===== src/rtl/exec_sequencer_pkg.sv =====
// exec_sequencer_pkg
// Shared definitions for the execution sequencer: data width, FSM state
// encoding, opcode/funct encodings, the instruction-class enum and small
// decode helpers used by both the sequencer and its next-pc unit.
package exec_sequencer_pkg;

    localparam int DATA_W = 16;

    typedef enum logic [2:0] {
        FETCH,
        DECODE,
        EXEC,
        WAIT,
        WB,
        HALT
    } state_t;

    // Opcodes live in instr[15:12]; 0..3 are conditional branches.
    localparam logic [3:0] OP_BR_LAST = 4'd3;
    localparam logic [3:0] OP_ADDI    = 4'd4;
    localparam logic [3:0] OP_IMMZ_A  = 4'd5;
    localparam logic [3:0] OP_IMMZ_B  = 4'd6;
    localparam logic [3:0] OP_LD      = 4'd7;
    localparam logic [3:0] OP_ST      = 4'd8;
    localparam logic [3:0] OP_JMP     = 4'd9;
    localparam logic [3:0] OP_JAL     = 4'd10;
    localparam logic [3:0] OP_RTYPE   = 4'd15;

    // R-type funct lives in instr[5:0]; 0..7 are register ALU operations.
    localparam logic [5:0] FN_ALU_LAST = 6'd7;
    localparam logic [5:0] FN_OUT      = 6'd25;
    localparam logic [5:0] FN_JR       = 6'd26;
    localparam logic [5:0] FN_HLT      = 6'd28;

    typedef enum logic [3:0] {
        CLS_NOP,
        CLS_ALU_R,
        CLS_IMM,
        CLS_MEM,
        CLS_OUT,
        CLS_JR,
        CLS_HLT,
        CLS_BR,
        CLS_JMP,
        CLS_JAL
    } cls_t;

    function automatic logic [DATA_W-1:0] sext8(input logic [7:0] imm);
        return {{8{imm[7]}}, imm};
    endfunction

    function automatic cls_t classify(input logic [3:0] op, input logic [5:0] fn);
        cls_t c;
        c = CLS_NOP;
        case (op)
            OP_ADDI, OP_IMMZ_A, OP_IMMZ_B: c = CLS_IMM;
            OP_LD, OP_ST:                  c = CLS_MEM;
            OP_JMP:                        c = CLS_JMP;
            OP_JAL:                        c = CLS_JAL;
            OP_RTYPE: begin
                if (fn <= FN_ALU_LAST)  c = CLS_ALU_R;
                else if (fn == FN_OUT)  c = CLS_OUT;
                else if (fn == FN_JR)   c = CLS_JR;
                else if (fn == FN_HLT)  c = CLS_HLT;
                else                    c = CLS_NOP;
            end
            default: c = (op <= OP_BR_LAST) ? CLS_BR : CLS_NOP;
        endcase
        return c;
    endfunction

    // Second ALU operand; jump targets keep the current 4K page of the pc.
    function automatic logic [DATA_W-1:0] operand2(input logic [15:0] ins,
                                                   input logic [3:0]  pc_hi,
                                                   input logic [15:0] rt);
        logic [DATA_W-1:0] r;
        case (ins[15:12])
            OP_RTYPE:              r = rt;
            OP_ADDI, OP_LD, OP_ST: r = sext8(ins[7:0]);
            OP_IMMZ_A, OP_IMMZ_B:  r = {8'h00, ins[7:0]};
            OP_JMP, OP_JAL:        r = {pc_hi, ins[11:0]};
            default:               r = (ins[15:12] <= OP_BR_LAST) ? rt : '0;
        endcase
        return r;
    endfunction

endpackage


===== src/rtl/exec_sequencer_if.sv =====
// exec_sequencer_if
// Bundles the fetch, register-file, ALU and result signals of the sequencer.
//   master : the sequencer (drives requests, operands and result pulses)
//   slave  : the environment (instruction memory, register file, ALU)
interface exec_sequencer_if;
    import exec_sequencer_pkg::*;

    logic              instr_req;
    logic              instr_valid;
    logic [DATA_W-1:0] instr;
    logic [DATA_W-1:0] pc;
    logic [1:0]        rs_addr;
    logic [1:0]        rt_addr;
    logic [DATA_W-1:0] rs_data;
    logic [DATA_W-1:0] rt_data;
    logic [DATA_W-1:0] alu_input_1;
    logic [DATA_W-1:0] alu_input_2;
    logic [DATA_W-1:0] alu_instruction;
    logic              alu_input_ready;
    logic [DATA_W-1:0] alu_output;
    logic              branch_bit;
    logic              wb_en;
    logic [1:0]        wb_addr;
    logic [DATA_W-1:0] wb_data;
    logic              out_valid;
    logic [DATA_W-1:0] output_port;
    logic              addr_valid;
    logic [DATA_W-1:0] mem_addr;
    logic              illegal;
    logic              halted;
    logic [DATA_W-1:0] instr_count;

    modport master (
        output instr_req, pc, rs_addr, rt_addr, alu_input_1, alu_input_2,
               alu_instruction, alu_input_ready, wb_en, wb_addr, wb_data,
               out_valid, output_port, addr_valid, mem_addr, illegal,
               halted, instr_count,
        input  instr_valid, instr, rs_data, rt_data, alu_output, branch_bit
    );

    modport slave (
        input  instr_req, pc, rs_addr, rt_addr, alu_input_1, alu_input_2,
               alu_instruction, alu_input_ready, wb_en, wb_addr, wb_data,
               out_valid, output_port, addr_valid, mem_addr, illegal,
               halted, instr_count,
        output instr_valid, instr, rs_data, rt_data, alu_output, branch_bit
    );

endinterface


===== src/rtl/exec_sequencer_next_pc_unit.sv =====
// next_pc_unit
// Combinational next-pc selection, evaluated during write-back.
//   cls_i        : class of the instruction being retired
//   pc_i         : current pc
//   imm8_i       : branch displacement (instr[7:0])
//   alu_output_i : ALU result (jump target)
//   branch_bit_i : branch-taken flag from the ALU
//   pc_inc_o     : pc + 1 (also the link value for jump-and-link)
//   next_pc_o    : pc for the next fetch
module next_pc_unit
    import exec_sequencer_pkg::*;
(
    input  cls_t              cls_i,
    input  logic [DATA_W-1:0] pc_i,
    input  logic [7:0]        imm8_i,
    input  logic [DATA_W-1:0] alu_output_i,
    input  logic              branch_bit_i,
    output logic [DATA_W-1:0] pc_inc_o,
    output logic [DATA_W-1:0] next_pc_o
);

    // All pc arithmetic is 16-bit and wraps naturally.
    assign pc_inc_o = pc_i + 16'd1;

    always_comb begin
        next_pc_o = pc_inc_o;
        case (cls_i)
            CLS_BR:                  if (branch_bit_i) next_pc_o = pc_inc_o + sext8(imm8_i);
            CLS_JMP, CLS_JAL, CLS_JR: next_pc_o = alu_output_i;
            CLS_HLT:                 next_pc_o = pc_i;
            default:                 next_pc_o = pc_inc_o;
        endcase
    end

endmodule


===== src/rtl/exec_sequencer.sv =====
// exec_sequencer
// Multi-cycle instruction sequencer: FETCH -> DECODE -> EXEC -> WAIT -> WB,
// with HLT parking the machine in HALT until reset.
//   clk     : system clock
//   reset_n : asynchronous active-low reset
//   bus     : fetch, register-file, ALU and result signals (master side)
module exec_sequencer
    import exec_sequencer_pkg::*;
(
    input logic              clk,
    input logic              reset_n,
    exec_sequencer_if.master bus
);

    state_t            state_q, state_d;
    logic              instr_req_q, instr_req_d;
    logic              alu_rdy_q, alu_rdy_d;
    logic [DATA_W-1:0] instr_q, instr_d;
    logic [DATA_W-1:0] op1_q, op1_d;
    logic [DATA_W-1:0] op2_q, op2_d;
    logic [DATA_W-1:0] alu_instr_q, alu_instr_d;
    logic [DATA_W-1:0] pc_q, pc_d;
    logic [DATA_W-1:0] cnt_q, cnt_d;

    cls_t              cls;
    logic              in_wb;
    logic [DATA_W-1:0] pc_inc;
    logic [DATA_W-1:0] next_pc;

    assign cls   = classify(instr_q[15:12], instr_q[5:0]);
    assign in_wb = (state_q == WB);

    next_pc_unit u_next_pc (
        .cls_i        (cls),
        .pc_i         (pc_q),
        .imm8_i       (instr_q[7:0]),
        .alu_output_i (bus.alu_output),
        .branch_bit_i (bus.branch_bit),
        .pc_inc_o     (pc_inc),
        .next_pc_o    (next_pc)
    );

    always_ff @(posedge clk or negedge reset_n) begin
        if (!reset_n) begin
            state_q     <= FETCH;
            instr_req_q <= 1'b0;
            alu_rdy_q   <= 1'b0;
            instr_q     <= '0;
            op1_q       <= '0;
            op2_q       <= '0;
            alu_instr_q <= '0;
            pc_q        <= '0;
            cnt_q       <= '0;
        end else begin
            state_q     <= state_d;
            instr_req_q <= instr_req_d;
            alu_rdy_q   <= alu_rdy_d;
            instr_q     <= instr_d;
            op1_q       <= op1_d;
            op2_q       <= op2_d;
            alu_instr_q <= alu_instr_d;
            pc_q        <= pc_d;
            cnt_q       <= cnt_d;
        end
    end

    always_comb begin
        state_d     = state_q;
        instr_d     = instr_q;
        op1_d       = op1_q;
        op2_d       = op2_q;
        alu_instr_d = alu_instr_q;
        pc_d        = pc_q;
        cnt_d       = cnt_q;
        case (state_q)
            // instr_req is registered, so the cycle right after reset
            // release never accepts a word.
            FETCH: begin
                if (instr_req_q && bus.instr_valid) begin
                    instr_d = bus.instr;
                    state_d = DECODE;
                end
            end
            DECODE: begin
                op1_d       = bus.rs_data;
                op2_d       = operand2(instr_q, pc_q[15:12], bus.rt_data);
                alu_instr_d = instr_q;
                state_d     = EXEC;
            end
            EXEC: state_d = WAIT;
            WAIT: state_d = WB;
            WB: begin
                cnt_d   = cnt_q + 16'd1;
                pc_d    = next_pc;
                state_d = (cls == CLS_HLT) ? HALT : FETCH;
            end
            HALT:    state_d = HALT;
            default: state_d = FETCH;
        endcase
        instr_req_d = (state_d == FETCH);
        alu_rdy_d   = (state_d == EXEC);
    end

    // Result pulses are decoded straight from the WB state so they can
    // never appear outside it and drop to zero the moment reset asserts.
    always_comb begin
        bus.wb_en       = 1'b0;
        bus.wb_addr     = 2'd0;
        bus.wb_data     = '0;
        bus.out_valid   = 1'b0;
        bus.output_port = '0;
        bus.addr_valid  = 1'b0;
        bus.mem_addr    = '0;
        bus.illegal     = 1'b0;
        if (in_wb) begin
            case (cls)
                CLS_ALU_R: begin
                    bus.wb_en   = 1'b1;
                    bus.wb_addr = instr_q[7:6];
                    bus.wb_data = bus.alu_output;
                end
                CLS_IMM: begin
                    bus.wb_en   = 1'b1;
                    bus.wb_addr = instr_q[9:8];
                    bus.wb_data = bus.alu_output;
                end
                CLS_JAL: begin
                    bus.wb_en   = 1'b1;
                    bus.wb_addr = 2'd2;
                    bus.wb_data = pc_inc;
                end
                CLS_MEM: begin
                    bus.addr_valid = 1'b1;
                    bus.mem_addr   = bus.alu_output;
                end
                CLS_OUT: begin
                    bus.out_valid   = 1'b1;
                    bus.output_port = bus.alu_output;
                end
                CLS_NOP: bus.illegal = 1'b1;
                default: ;
            endcase
        end
    end

    assign bus.instr_req       = instr_req_q;
    assign bus.pc              = pc_q;
    assign bus.rs_addr         = instr_q[11:10];
    assign bus.rt_addr         = instr_q[9:8];
    assign bus.alu_input_1     = op1_q;
    assign bus.alu_input_2     = op2_q;
    assign bus.alu_instruction = alu_instr_q;
    assign bus.alu_input_ready = alu_rdy_q;
    assign bus.halted          = (state_q == HALT);
    assign bus.instr_count     = cnt_q;

endmodule


===== src/flat_wrapper.sv =====
// flat-port wrapper written by rule: the top's interface ports become plain ports
module exec_sequencer_flat import exec_sequencer_pkg::*;
  (clk, reset_n, bus_instr_req, bus_pc, bus_rs_addr, bus_rt_addr, bus_alu_input_1, bus_alu_input_2, bus_alu_instruction, bus_alu_input_ready, bus_wb_en, bus_wb_addr, bus_wb_data, bus_out_valid, bus_output_port, bus_addr_valid, bus_mem_addr, bus_illegal, bus_halted, bus_instr_count, bus_instr_valid, bus_instr, bus_rs_data, bus_rt_data, bus_alu_output, bus_branch_bit);
  exec_sequencer_if bus_i ();
  input logic clk;
  input logic reset_n;
  output wire logic [$bits(bus_i.instr_req)-1:0] bus_instr_req;
  output wire logic [$bits(bus_i.pc)-1:0] bus_pc;
  output wire logic [$bits(bus_i.rs_addr)-1:0] bus_rs_addr;
  output wire logic [$bits(bus_i.rt_addr)-1:0] bus_rt_addr;
  output wire logic [$bits(bus_i.alu_input_1)-1:0] bus_alu_input_1;
  output wire logic [$bits(bus_i.alu_input_2)-1:0] bus_alu_input_2;
  output wire logic [$bits(bus_i.alu_instruction)-1:0] bus_alu_instruction;
  output wire logic [$bits(bus_i.alu_input_ready)-1:0] bus_alu_input_ready;
  output wire logic [$bits(bus_i.wb_en)-1:0] bus_wb_en;
  output wire logic [$bits(bus_i.wb_addr)-1:0] bus_wb_addr;
  output wire logic [$bits(bus_i.wb_data)-1:0] bus_wb_data;
  output wire logic [$bits(bus_i.out_valid)-1:0] bus_out_valid;
  output wire logic [$bits(bus_i.output_port)-1:0] bus_output_port;
  output wire logic [$bits(bus_i.addr_valid)-1:0] bus_addr_valid;
  output wire logic [$bits(bus_i.mem_addr)-1:0] bus_mem_addr;
  output wire logic [$bits(bus_i.illegal)-1:0] bus_illegal;
  output wire logic [$bits(bus_i.halted)-1:0] bus_halted;
  output wire logic [$bits(bus_i.instr_count)-1:0] bus_instr_count;
  input wire logic [$bits(bus_i.instr_valid)-1:0] bus_instr_valid;
  input wire logic [$bits(bus_i.instr)-1:0] bus_instr;
  input wire logic [$bits(bus_i.rs_data)-1:0] bus_rs_data;
  input wire logic [$bits(bus_i.rt_data)-1:0] bus_rt_data;
  input wire logic [$bits(bus_i.alu_output)-1:0] bus_alu_output;
  input wire logic [$bits(bus_i.branch_bit)-1:0] bus_branch_bit;
  assign bus_instr_req = bus_i.instr_req;
  assign bus_pc = bus_i.pc;
  assign bus_rs_addr = bus_i.rs_addr;
  assign bus_rt_addr = bus_i.rt_addr;
  assign bus_alu_input_1 = bus_i.alu_input_1;
  assign bus_alu_input_2 = bus_i.alu_input_2;
  assign bus_alu_instruction = bus_i.alu_instruction;
  assign bus_alu_input_ready = bus_i.alu_input_ready;
  assign bus_wb_en = bus_i.wb_en;
  assign bus_wb_addr = bus_i.wb_addr;
  assign bus_wb_data = bus_i.wb_data;
  assign bus_out_valid = bus_i.out_valid;
  assign bus_output_port = bus_i.output_port;
  assign bus_addr_valid = bus_i.addr_valid;
  assign bus_mem_addr = bus_i.mem_addr;
  assign bus_illegal = bus_i.illegal;
  assign bus_halted = bus_i.halted;
  assign bus_instr_count = bus_i.instr_count;
  assign bus_i.instr_valid = bus_instr_valid;
  assign bus_i.instr = bus_instr;
  assign bus_i.rs_data = bus_rs_data;
  assign bus_i.rt_data = bus_rt_data;
  assign bus_i.alu_output = bus_alu_output;
  assign bus_i.branch_bit = bus_branch_bit;
  exec_sequencer u_core (.clk(clk), .reset_n(reset_n), .bus(bus_i));
endmodule

===== config.mk =====
export PLATFORM = sky130hd
export DESIGN_NAME = exec_sequencer_flat
export DESIGN_NICKNAME = d
export VERILOG_FILES = /design/src/rtl/exec_sequencer_pkg.sv /design/src/rtl/exec_sequencer_if.sv /design/src/rtl/exec_sequencer_next_pc_unit.sv /design/src/rtl/exec_sequencer.sv /design/src/flat_wrapper.sv
export SDC_FILE = /design/constraint.sdc
export NUM_CORES = 1
export LEC_CHECK = 0
export ABC_AREA = 0
export CORE_MARGIN = 2
export CORE_UTILIZATION = 40
export DETAILED_ROUTE_END_ITERATION = 7
export PLACE_DENSITY = 0.77
export SLEW_MARGIN = 30
export SYNTH_ARGS = -nofsm -noshare
export SYNTH_HDL_FRONTEND = slang
export SYNTH_HIERARCHICAL = 1
export SYNTH_SLANG_ARGS = --single-unit

===== constraint.sdc =====
create_clock -name clk -period 4.6 [get_ports clk]
set_input_delay 0.92 -clock clk [delete_from_list [all_inputs] [get_ports clk]]
set_output_delay 0.92 -clock clk [all_outputs]
set_load 0.005 [all_outputs]

* Word level (Yosys, flattened, before mapping) *
Cells that the tools add are included.

word-level totals
  register bits after elaboration = 101
  latch bits = 0
  memory bits (writable) = 0
  memory bits (read-only) = 0
  input bits = 68
  output and inout port bits = 141
  word-level logic and storage cells = 84
  memories kept = 0

operators by class
  $add $sub $neg = 3
  multipliers = 0
  divide/modulo/power cells = 0
  $lt $le $gt $ge = 2
  equality and inequality tests = 26
  shifts and indexed selects = 0
  multiplexer cells = 29
  bitwise operators = 1
  reduce and logical (&&, ||, !) cells = 14

operators by type and width
  operator                                             count
  two-way mux 16 bit                                   7
  case mux 16 bit (4 select lines)                     1
  case mux 16 bit (3 select lines)                     1
  adder 16 x 1 -> 16 bit, second input constant        2
  equality test 4 x 3 -> 1 bit, second input constant  8
  case mux 16 bit (2 select lines)                     1
  equality test 4 bit, second input constant           6
  case mux 4 bit (5 select lines)                      1
  equality test 6 x 5 -> 1 bit, second input constant  3
  case mux 3 bit (6 select lines)                      1
  adder 16 bit                                         1
  two-way mux 3 bit                                    4
  two-way mux 4 bit                                    3
  OR reduction 3 bit                                   4
  equality test 3 x 2 -> 1 bit, second input constant  3
  equality test 4 x 2 -> 1 bit, second input constant  2
  two-way mux 1 bit                                    8
  OR reduction 2 bit                                   4
  equality test 3 bit, second input constant           2
  <= comparator 6 x 3 -> 1 bit, second input constant  1
  logical NOT 3 bit                                    2
  case mux 2 bit (3 select lines)                      1
  equality test 4 x 1 -> 1 bit, second input constant  1
  <= comparator 4 x 2 -> 1 bit, second input constant  1
  6 further kinds                                      7

* Depth between registers and ports, before layout *
Gate-level depths: netlist (run 1).

  word-level depth = 10
  depth in mapped cells = 15

* Hierarchy *
The synthesis (run 1) kept the hierarchy.

by module, submodules not included
  module          times used  cells each  area each (um2)  seq. area each (um2)
  exec_sequencer  1           530         4893.4           2527.4
  next_pc_unit    1           242         1665.3           0.0

* Worst setup path after synthesis (run 1) *
Ideal clock, no wire load.

  path kind = register -> register
  from = register u_core.pc_q[3] (netlist: u_core/bus.pc[3])
  to = register u_core.pc_q[10] (netlist: u_core/bus.pc[10])
  setup time = 117 ps
  arrival time = 2809 ps
  data required time = 4483 ps
  slack = 1674 ps
  cell stages (with the launch flop) = 15
  clock period less this slack = 2926 ps
  path through = dfrtp_1 and3_4 and3_4 and2_4 nand2_1 xnor2_1 ha_1 nand2_1 o31a_2 a31oi_4 or3_1 a211o_1 o221a_2 nand2_1 nand2_1

on the way
  cells in the longest elaborated chain, start to end = 4

ends and longest elaborated chain
  element                           line                               source
  start: declaration                exec_sequencer.sv:22               logic [DATA_W-1:0] pc_q, pc_d;
  start signal: assignment          exec_sequencer.sv:62               pc_q <= pc_d;
  adder 16 x 1 -> 16 bit            exec_sequencer_next_pc_unit.sv:23  assign pc_inc_o = pc_i + 16'd1;
  net u_core.pc_inc[8]              exec_sequencer.sv:27               logic [DATA_W-1:0] pc_inc;
  adder 16 bit                      exec_sequencer_next_pc_unit.sv:28  CLS_BR: if (branch_bit_i) next_pc_o = pc_inc_o + sext8(imm8_i);
  two-way mux 16 bit                exec_sequencer_next_pc_unit.sv:28
  case mux 16 bit (3 select lines)  exec_sequencer_next_pc_unit.sv:27  case (cls_i)
  net u_core.next_pc[10]            exec_sequencer.sv:28               logic [DATA_W-1:0] next_pc;

The timed path passes the listed nets, and every way through them passes these cells.
A chain may end at the register's enable or synchronous reset.

* Final worst setup path (run 1) *
  from = register u_core.instr_q[14]
  to = output bus_wb_data[9]

on the way
  cells in the longest elaborated chain, start to end = 7
  elaborated cells between the ends (all ways) = 19
  those cells by class = order compare (1); eq/ne (11); mux (4); reduce/logical (3)

ends and longest elaborated chain
  element                                                                              line                      source
  start: declaration                                                                   exec_sequencer.sv:18      logic [DATA_W-1:0] instr_q, instr_d;
  start signal: assignment                                                             exec_sequencer.sv:58      instr_q <= instr_d;
  <= comparator 4 x 2 -> 1 bit (tied with other cells)                                 exec_sequencer_pkg.sv:67  default: c = (op <= OP_BR_LAST) ? CLS_BR : CLS_NOP;
  two-way mux 3 bit (tied with other cells)                                            exec_sequencer_pkg.sv:67
  case mux 4 bit (5 select lines) (*)                                                  exec_sequencer_pkg.sv:55  case (op)
  equality test 4 x 1 -> 1 bit / equality test 4 x 2 -> 1 bit (equally long branches)  exec_sequencer.sv:116     case (cls)
  OR reduction 2 bit (no source line)                                                  n/a
  case mux 16 bit (2 select lines) (*)                                                 exec_sequencer.sv:116
  two-way mux 16 bit (*)                                                               exec_sequencer.sv:115     if (in_wb) begin
  end: declaration                                                                     flat_wrapper.sv:17        output wire logic [$bits(bus_i.wb_data)-1:0] bus_wb_data;

Mark *: on every way between the ends. The rest lies on a longest branch, timed or not.

==> results.txt, run 1 <==
post-CTS sizing = 0
post-synthesis net count = 862
R2R depth = 14
endpoints failing hold = 0
Worst setup EP type = output pin
WL/cell = 17.4 um
CTS H-tree lvls = 3
residual DRC count = 0
total number of vias = 6425
share of cells above drive strength 1 = 0.0725
Syn Area/Cell = 8.50 um2
CTS buffer count = 9
Post CTS Setup Buffer Count = 0
hold path endpoint = u_core/bus.alu_instruction[10]
PwrDens = 697 nW/um2
Clock Tree Buf Depth = 2
worst min path class = flop to flop
GPL Wtd Cong = 0.953
Hold Crit Depth = 2
1st-iter DRT viols = 430
Post-Syn Area = 6560 um2
Clk pin slew, worst setup/hold paths = 0.07 ns
GRT overflow = 0
total wire length = 20600 um
critical-path cell list = and3_1 > nand3_2 > a2111oi_2 > or2_1 > a22o_1 > clkdlybuf4s50_1
status = finished clean
Post-synth EDFFs = 0
WHS = 0.475 ns
die span in x = 132 um
Cells after Synth = 772
drt pass-1 iters = 5
worst r2r src = u_core/bus.pc[1]
reg-to-reg endpoint = u_core/bus.pc[15]
vias in the first global route = 6136
initial antenna violation count = 0
number of buffers added on ports = 208
final instance area = 9090 um2
number of synthesized register bits = 101
Placed Cells = 1167
die height = 132 um
Fin Setup TNS = 0 ns
# diodes = 0
Warnings, synthesis = 6
top_reg_cell synth = dfrtp_1
fin cells = 1182
hold-fix buffer count after cts = 0
CP max-delay cell = dfrtp_1
Critical Path AT = 3.07 ns
TritonCTS clock tree = yes
Seq/Total Area, Yosys = 0.385
Antenna Nets Post-Route = 0
die area = 17400 um2
fin. max-slew vios = 0
Synth cell types = 74
CP delay by family, top = simple AND/OR/NAND/NOR gates
Tot GR Track Use = 0.233
Setup CP Type = flop to output pin
Final Critical Period = 3.99 ns
measured slew at the worst slew-check pin = 0.758 ns
Final Setup Violations = 0
max_slew headroom = 0.491
first-pass GRT wire length = 32700 um
CP Launch Type = flop
CP max FO = 16
largest net degree at the start of global routing = 79
Leakage = 0.00390 uW
vias per inst = 5.44
Cell Rows = 46
CP max stage delay = 0.63 ns
CP bufs+invs = 1
reg2reg setup slack = 1.26 ns
HPWL after DPL = 14900 um
root buf cell = clkbuf_16
RSZ-0062 raised after global routing = no
clk_lat worst skew = 0.35 ns
post-route clock period utilization = 0.867
fmax = 251 MHz
Hold Crit Start = u_core/bus.alu_instruction[10]
Starting Density = 0.411
Worst Path Required = 3.68 ns
Clock Sinks = 101
Post-synth ARST share = 1.00
Placed Area = 8810 um2
clk_skew = 0.00658 ns
maxcap violations = 0
area of the core = 15900 um2
area delta synth->final = 38.6%
io pins = 209
Final nets = 1052
Worst IR Drop VDD = 445 uV
==> synthesized netlist by cell type (3+ instances only) <==
cell type    n  area (um2)
a21o_1       3        22.5
a21oi_1     35         175
a221o_1      3        30.0
a221oi_1    17         149
a222oi_1     7        70.1
a22o_1      17         149
a31oi_1      5        31.3
and2_1      34         213
and3_1       5        31.3
buf_1        3        11.3
buf_2       11        55.1
buf_4        5        37.5
clkbuf_1    19        71.3
dfrtp_1    101        2530
ha_1        21         263
inv_1       17        63.8
mux2_2      15         169
nand2_1    204         766
nand2b_1     6        37.5
nand3_1     15        75.1
nand4_1     10        62.6
nor2_1      54         203
nor2b_1      7        43.8
nor3_1       5        25.0
nor3b_1      3        22.5
o211ai_1     3        22.5
o21ai_0     26         130
o21ai_1      3        15.0
o21ai_2      4        35.0
o22a_1       3        26.3
o22ai_1      4        25.0
o31ai_1     10        75.1
xnor2_1     27         236
xor2_1      18         158
==> sequential cells by signal, summed over array words and instances, names as in the netlist, 3 cells and up <==
signal	count
u_core/bus.instr_count	16
u_core/bus.pc	16
u_core/state_q	3
u_core/bus.alu_input_1	16
u_core/bus.alu_input_2	16
u_core/bus.alu_instruction	16
u_core/instr_q	16
==> routing by layer <==
metal	up-vias	GRT usage	share of wire
met3	26	0.0773	0.096
li1	3061	-	-
met4	0	0.0616	0.017
met5	-	0	0
met2	298	0.385	0.47
met1	3040	0.293	0.42
==> tightest hold or removal path, delay by kind of cell (launching register included) <==
family / cells / cell delay, ns
simple gates: 2 / 0.10
flops: 1 / 0.34
==> cells in the final DEF, fill, tap and decap left out, types with 9 or more instances in the layout <==
| cell type | count |
|---|---|
| o31ai_1 | 10 |
| o21ai_0 | 26 |
| nand3_1 | 14 |
| ha_1 | 21 |
| mux2_2 | 15 |
| inv_1 | 17 |
| a21oi_1 | 35 |
| and2_1 | 34 |
| dfrtp_1 | 101 |
| nor2_1 | 54 |
| xnor2_1 | 27 |
| nand2_1 | 204 |
| a221oi_1 | 17 |
| clkdlybuf4s50_1 | 207 |
| a22o_1 | 17 |
| xor2_1 | 18 |
| clkbuf_16 | 9 |
| buf_4 | 11 |
| nand4_1 | 10 |
==> where the power goes <==
part           switching, uW  internal [uW]  total (uW)
logic                   2040           1790        3830
clock network            349            384         733
registers                508           1260        1770
total                   2890           3440        6330
==> worst max-delay path by stage <==
stage / depth (start not counted) / startpoint / end / slack (ns)
floorplan: 14 / u_core/bus.pc[3] / u_core/bus.pc[10] / 1.67
CTS: 6 / u_core/instr_q[14] / bus_wb_data[9] / 0.64
detailed placement: 6 / u_core/instr_q[14] / bus_wb_data[9] / 1.03
finish: 6 / u_core/instr_q[14] / bus_wb_data[9] / 0.61
global placement: 6 / u_core/instr_q[14] / bus_wb_data[9] / 1.10
global route: 6 / u_core/instr_q[14] / bus_wb_data[10] / 0.43
==> stage by stage <==
step | power (uW) | util | worst slack [ns]
6_report | 6330 | 0.570 | 0.611
5_1_grt | 6850 | 0.570 | 0.427
4_1_cts | 6320 | 0.570 | 0.643
3_5_place_dp | 5550 | 0.553 | 1.03
3_3_place_gp | 5480 | 0.552 | 1.10
2_1_floorplan | 4140 | - | 1.67
==> cell families after synthesis <==
family | synth area share
multiplexers | 0.0290
XOR/XNOR | 0.0601
AO/OA/AOI/OAI | 0.183
buffers and inverters | 0.0389
AND/OR/NAND/NOR | 0.261
adder cells (fa/ha/maj) | 0.0431
flip-flops | 0.385
==> final cells by class <==
type	count	area [um2]
multi-input combinational	614	3790
clock inverter	4	32.5
timing repair buffer	219	2170
sequential	101	2530
fill	1468	6850
tap	216	270
inverter	17	63.8
clock buffer	11	243
No activity file was read; power rests on OpenSTA's default activity.
==> run 2: changes to the inputs <==
- CTS_CLUSTER_SIZE: not set -> 25
==> results of run 2 <==
The final DEF is identical to that of run 1; final timing and power are the same.
==> run 3: changes to the inputs <==
- CORE_UTILIZATION: 40 -> 31
- MAX_ROUTING_LAYER: not set -> met4
- PLACE_DENSITY: 0.77 -> 0.63
- SKIP_LAST_GASP: not set -> 1
==> run 3 against run 2 <==
Compared with the run above:
- clock skew grew 0.0034 ns
- maximum frequency decreased by 3.7%
- non-clock buffer count grew 1
- utilization shrank 13 points
- power grew 0.42%
- combinational power about the same
- register-to-register slack lost 0.08 ns
- routed wire length increased by 2.9%
- global-route usage shrank 3.8 points
- critical path depth rose by 1
- clock power up 3.3%
- critical endpoint is now bus_mem_addr[11]
- highest routed layer unchanged
==> results.txt, run 3 (synthesized netlist as in run 1, its figures left out) <==
Final Setup Violations = 0
WL/cell = 17.0 um
Clk pin slew, worst setup/hold paths = 0.07 ns
first-pass GRT wire length = 33100 um
fmax = 241 MHz
vias in the first global route = 5947
residual DRC count = 0
CP max stage delay = 0.64 ns
die span in x = 149 um
Placed Area = 8890 um2
clk_lat worst skew = 0.35 ns
Worst setup EP type = output pin
share of cells above drive strength 1 = 0.0754
measured slew at the worst slew-check pin = 0.819 ns
Clock Tree Buf Depth = 2
Util after Layout = 0.440
number of buffers added on ports = 208
RSZ-0062 raised after global routing = no
CTS buffer count = 9
Final nets = 1053
drt pass-1 iters = 5
max_slew headroom = 0.453
maxcap violations = 0
sequential cell area = 2530 um2
Clock Sinks = 101
sw frac = 0.458
CP max FO = 17
status = finished clean
post-CTS sizing = 0
PwrDens = 692 nW/um2
critical-path cell list = and3_1 > a31o_2 > nand2_1 > nor3_2 > buf_4 > and2_1 > clkdlybuf4s50_1
root buf cell = clkbuf_16
endpoints failing hold = 0
total wire length = 21200 um
TritonCTS clock tree = yes
io pins = 209
Sequential Power Share = 0.280
Antenna Nets Post-Route = 0
worst min path class = flop to flop
total number of vias = 6294
Cell Rows = 53
largest net degree at the start of global routing = 59
CP Launch Type = flop
NetSw = 2910 uW
Fin Setup TNS = 0 ns
area delta synth->final = 40.0%
Clock power frac = 0.119
fin. max-slew vios = 0
hold-fix buffer count after cts = 0
CTS H-tree lvls = 3
CP bufs+invs = 2
die height = 149 um
1st-iter DRT viols = 401
Critical Path AT = 3.22 ns
vias per inst = 5.06
Setup CP Type = flop to output pin
die area = 22300 um2
Tot GR Track Use = 0.195
Gate power share = 0.601
Worst Path Required = 3.68 ns
final instance area = 9190 um2
Leakage = 0.00391 uW
GPL Wtd Cong = 0.894
GRT overflow = 0
HPWL after DPL = 15600 um
# diodes = 0
initial antenna violation count = 0
CP delay by family, top = simple AND/OR/NAND/NOR gates
CP max-delay cell = dfrtp_1
clk_skew = 0.00995 ns
multi-input logic area = 3790 um2
post-route clock period utilization = 0.900
Worst IR Drop VDD = 357 uV
Int Power = 3450 uW
area of the core = 20900 um2
WHS = 0.479 ns
Post CTS Setup Buffer Count = 0
Starting Density = 0.314
most frequent cells in the layout = 207 x clkdlybuf4s50_1, 204 x nand2_1, 101 x dfrtp_1
# fillers = 2087
Final Critical Period = 4.14 ns
commonest non-fill, non-tap cell in the layout = clkdlybuf4s50_1
==> run 3: area by class of cell <==
| cell class | count | share of cell area |
|---|---|---|
| Timing Repair Buffer | 220 | 0.236 |
| Clock buffer | 10 | 0.0260 |
| Inverter | 17 | 0.00695 |
| Clock inverter | 6 | 0.00599 |
| Tap cell | 275 | 0.0375 |
| Sequential cell | 101 | 0.275 |
| Multi-Input combinational cell | 614 | 0.412 |
==> run 3: path summary, 6_finish.rpt <==
check / start / to / depth (start not counted) / slack (ns)
worst max-delay path: u_core/instr_q[14] / bus_mem_addr[11] / 7 / 0.46
worst min-delay path: u_core/bus.alu_input_1[10] / u_core/bus.alu_input_1[10] / 2 / 0.48
worst max register to register: u_core/bus.pc[0] / u_core/bus.pc[15] / 14 / 1.18
worst min register to register: u_core/bus.alu_input_1[10] / u_core/bus.alu_input_1[10] / 2 / 0.48
max in group asynchronous: reset_n / u_core/bus.alu_instruction[7] / 2 / 3.19
min in group asynchronous: reset_n / u_core/bus.alu_input_1[7] / 1 / 0.56
==> run 3: worst reg2reg max path, cell delays in order (launching register included) <==
cell	delay [ns]
dfrtp_1	0.44
ha_1	0.27
and3_4	0.22
and2_4	0.17
nand4_1	0.12
xnor2_1	0.42
ha_1	0.38
a21oi_1	0.26
o21ai_0	0.17
a21oi_1	0.17
o21ai_2	0.09
xnor2_1	0.15
o311a_1	0.36
nand2_1	0.06
nand2_1	0.05
==> run 3: metal layers <==
layer | track usage | wire [um]
met1 | 0.264 | 9670
met2 | 0.302 | 9790
met3 | 0.0451 | 1550
met4 | 0.0367 | 159
met5 | - | 0
==> run 3: power groups by stage <==
stage | clock network, uW | registers [uW] | logic, uW
after global routing | 823 | 1860 | 4230
after detailed placement | 0 | 1790 | 3810
final | 757 | 1780 | 3820
after floorplan | 0 | 1600 | 2550
after global placement | 0 | 1780 | 3780
after CTS | 787 | 1780 | 3820
==> run 3: through the flow <==
stage,total power [uW],instances,worst slack [ns]
after floorplan,4140,772,1.67
after global placement,5560,1227,0.879
after detailed placement,5600,1227,0.825
after CTS,6390,1243,0.423
after global routing,6910,1243,0.224
final,6360,1243,0.458
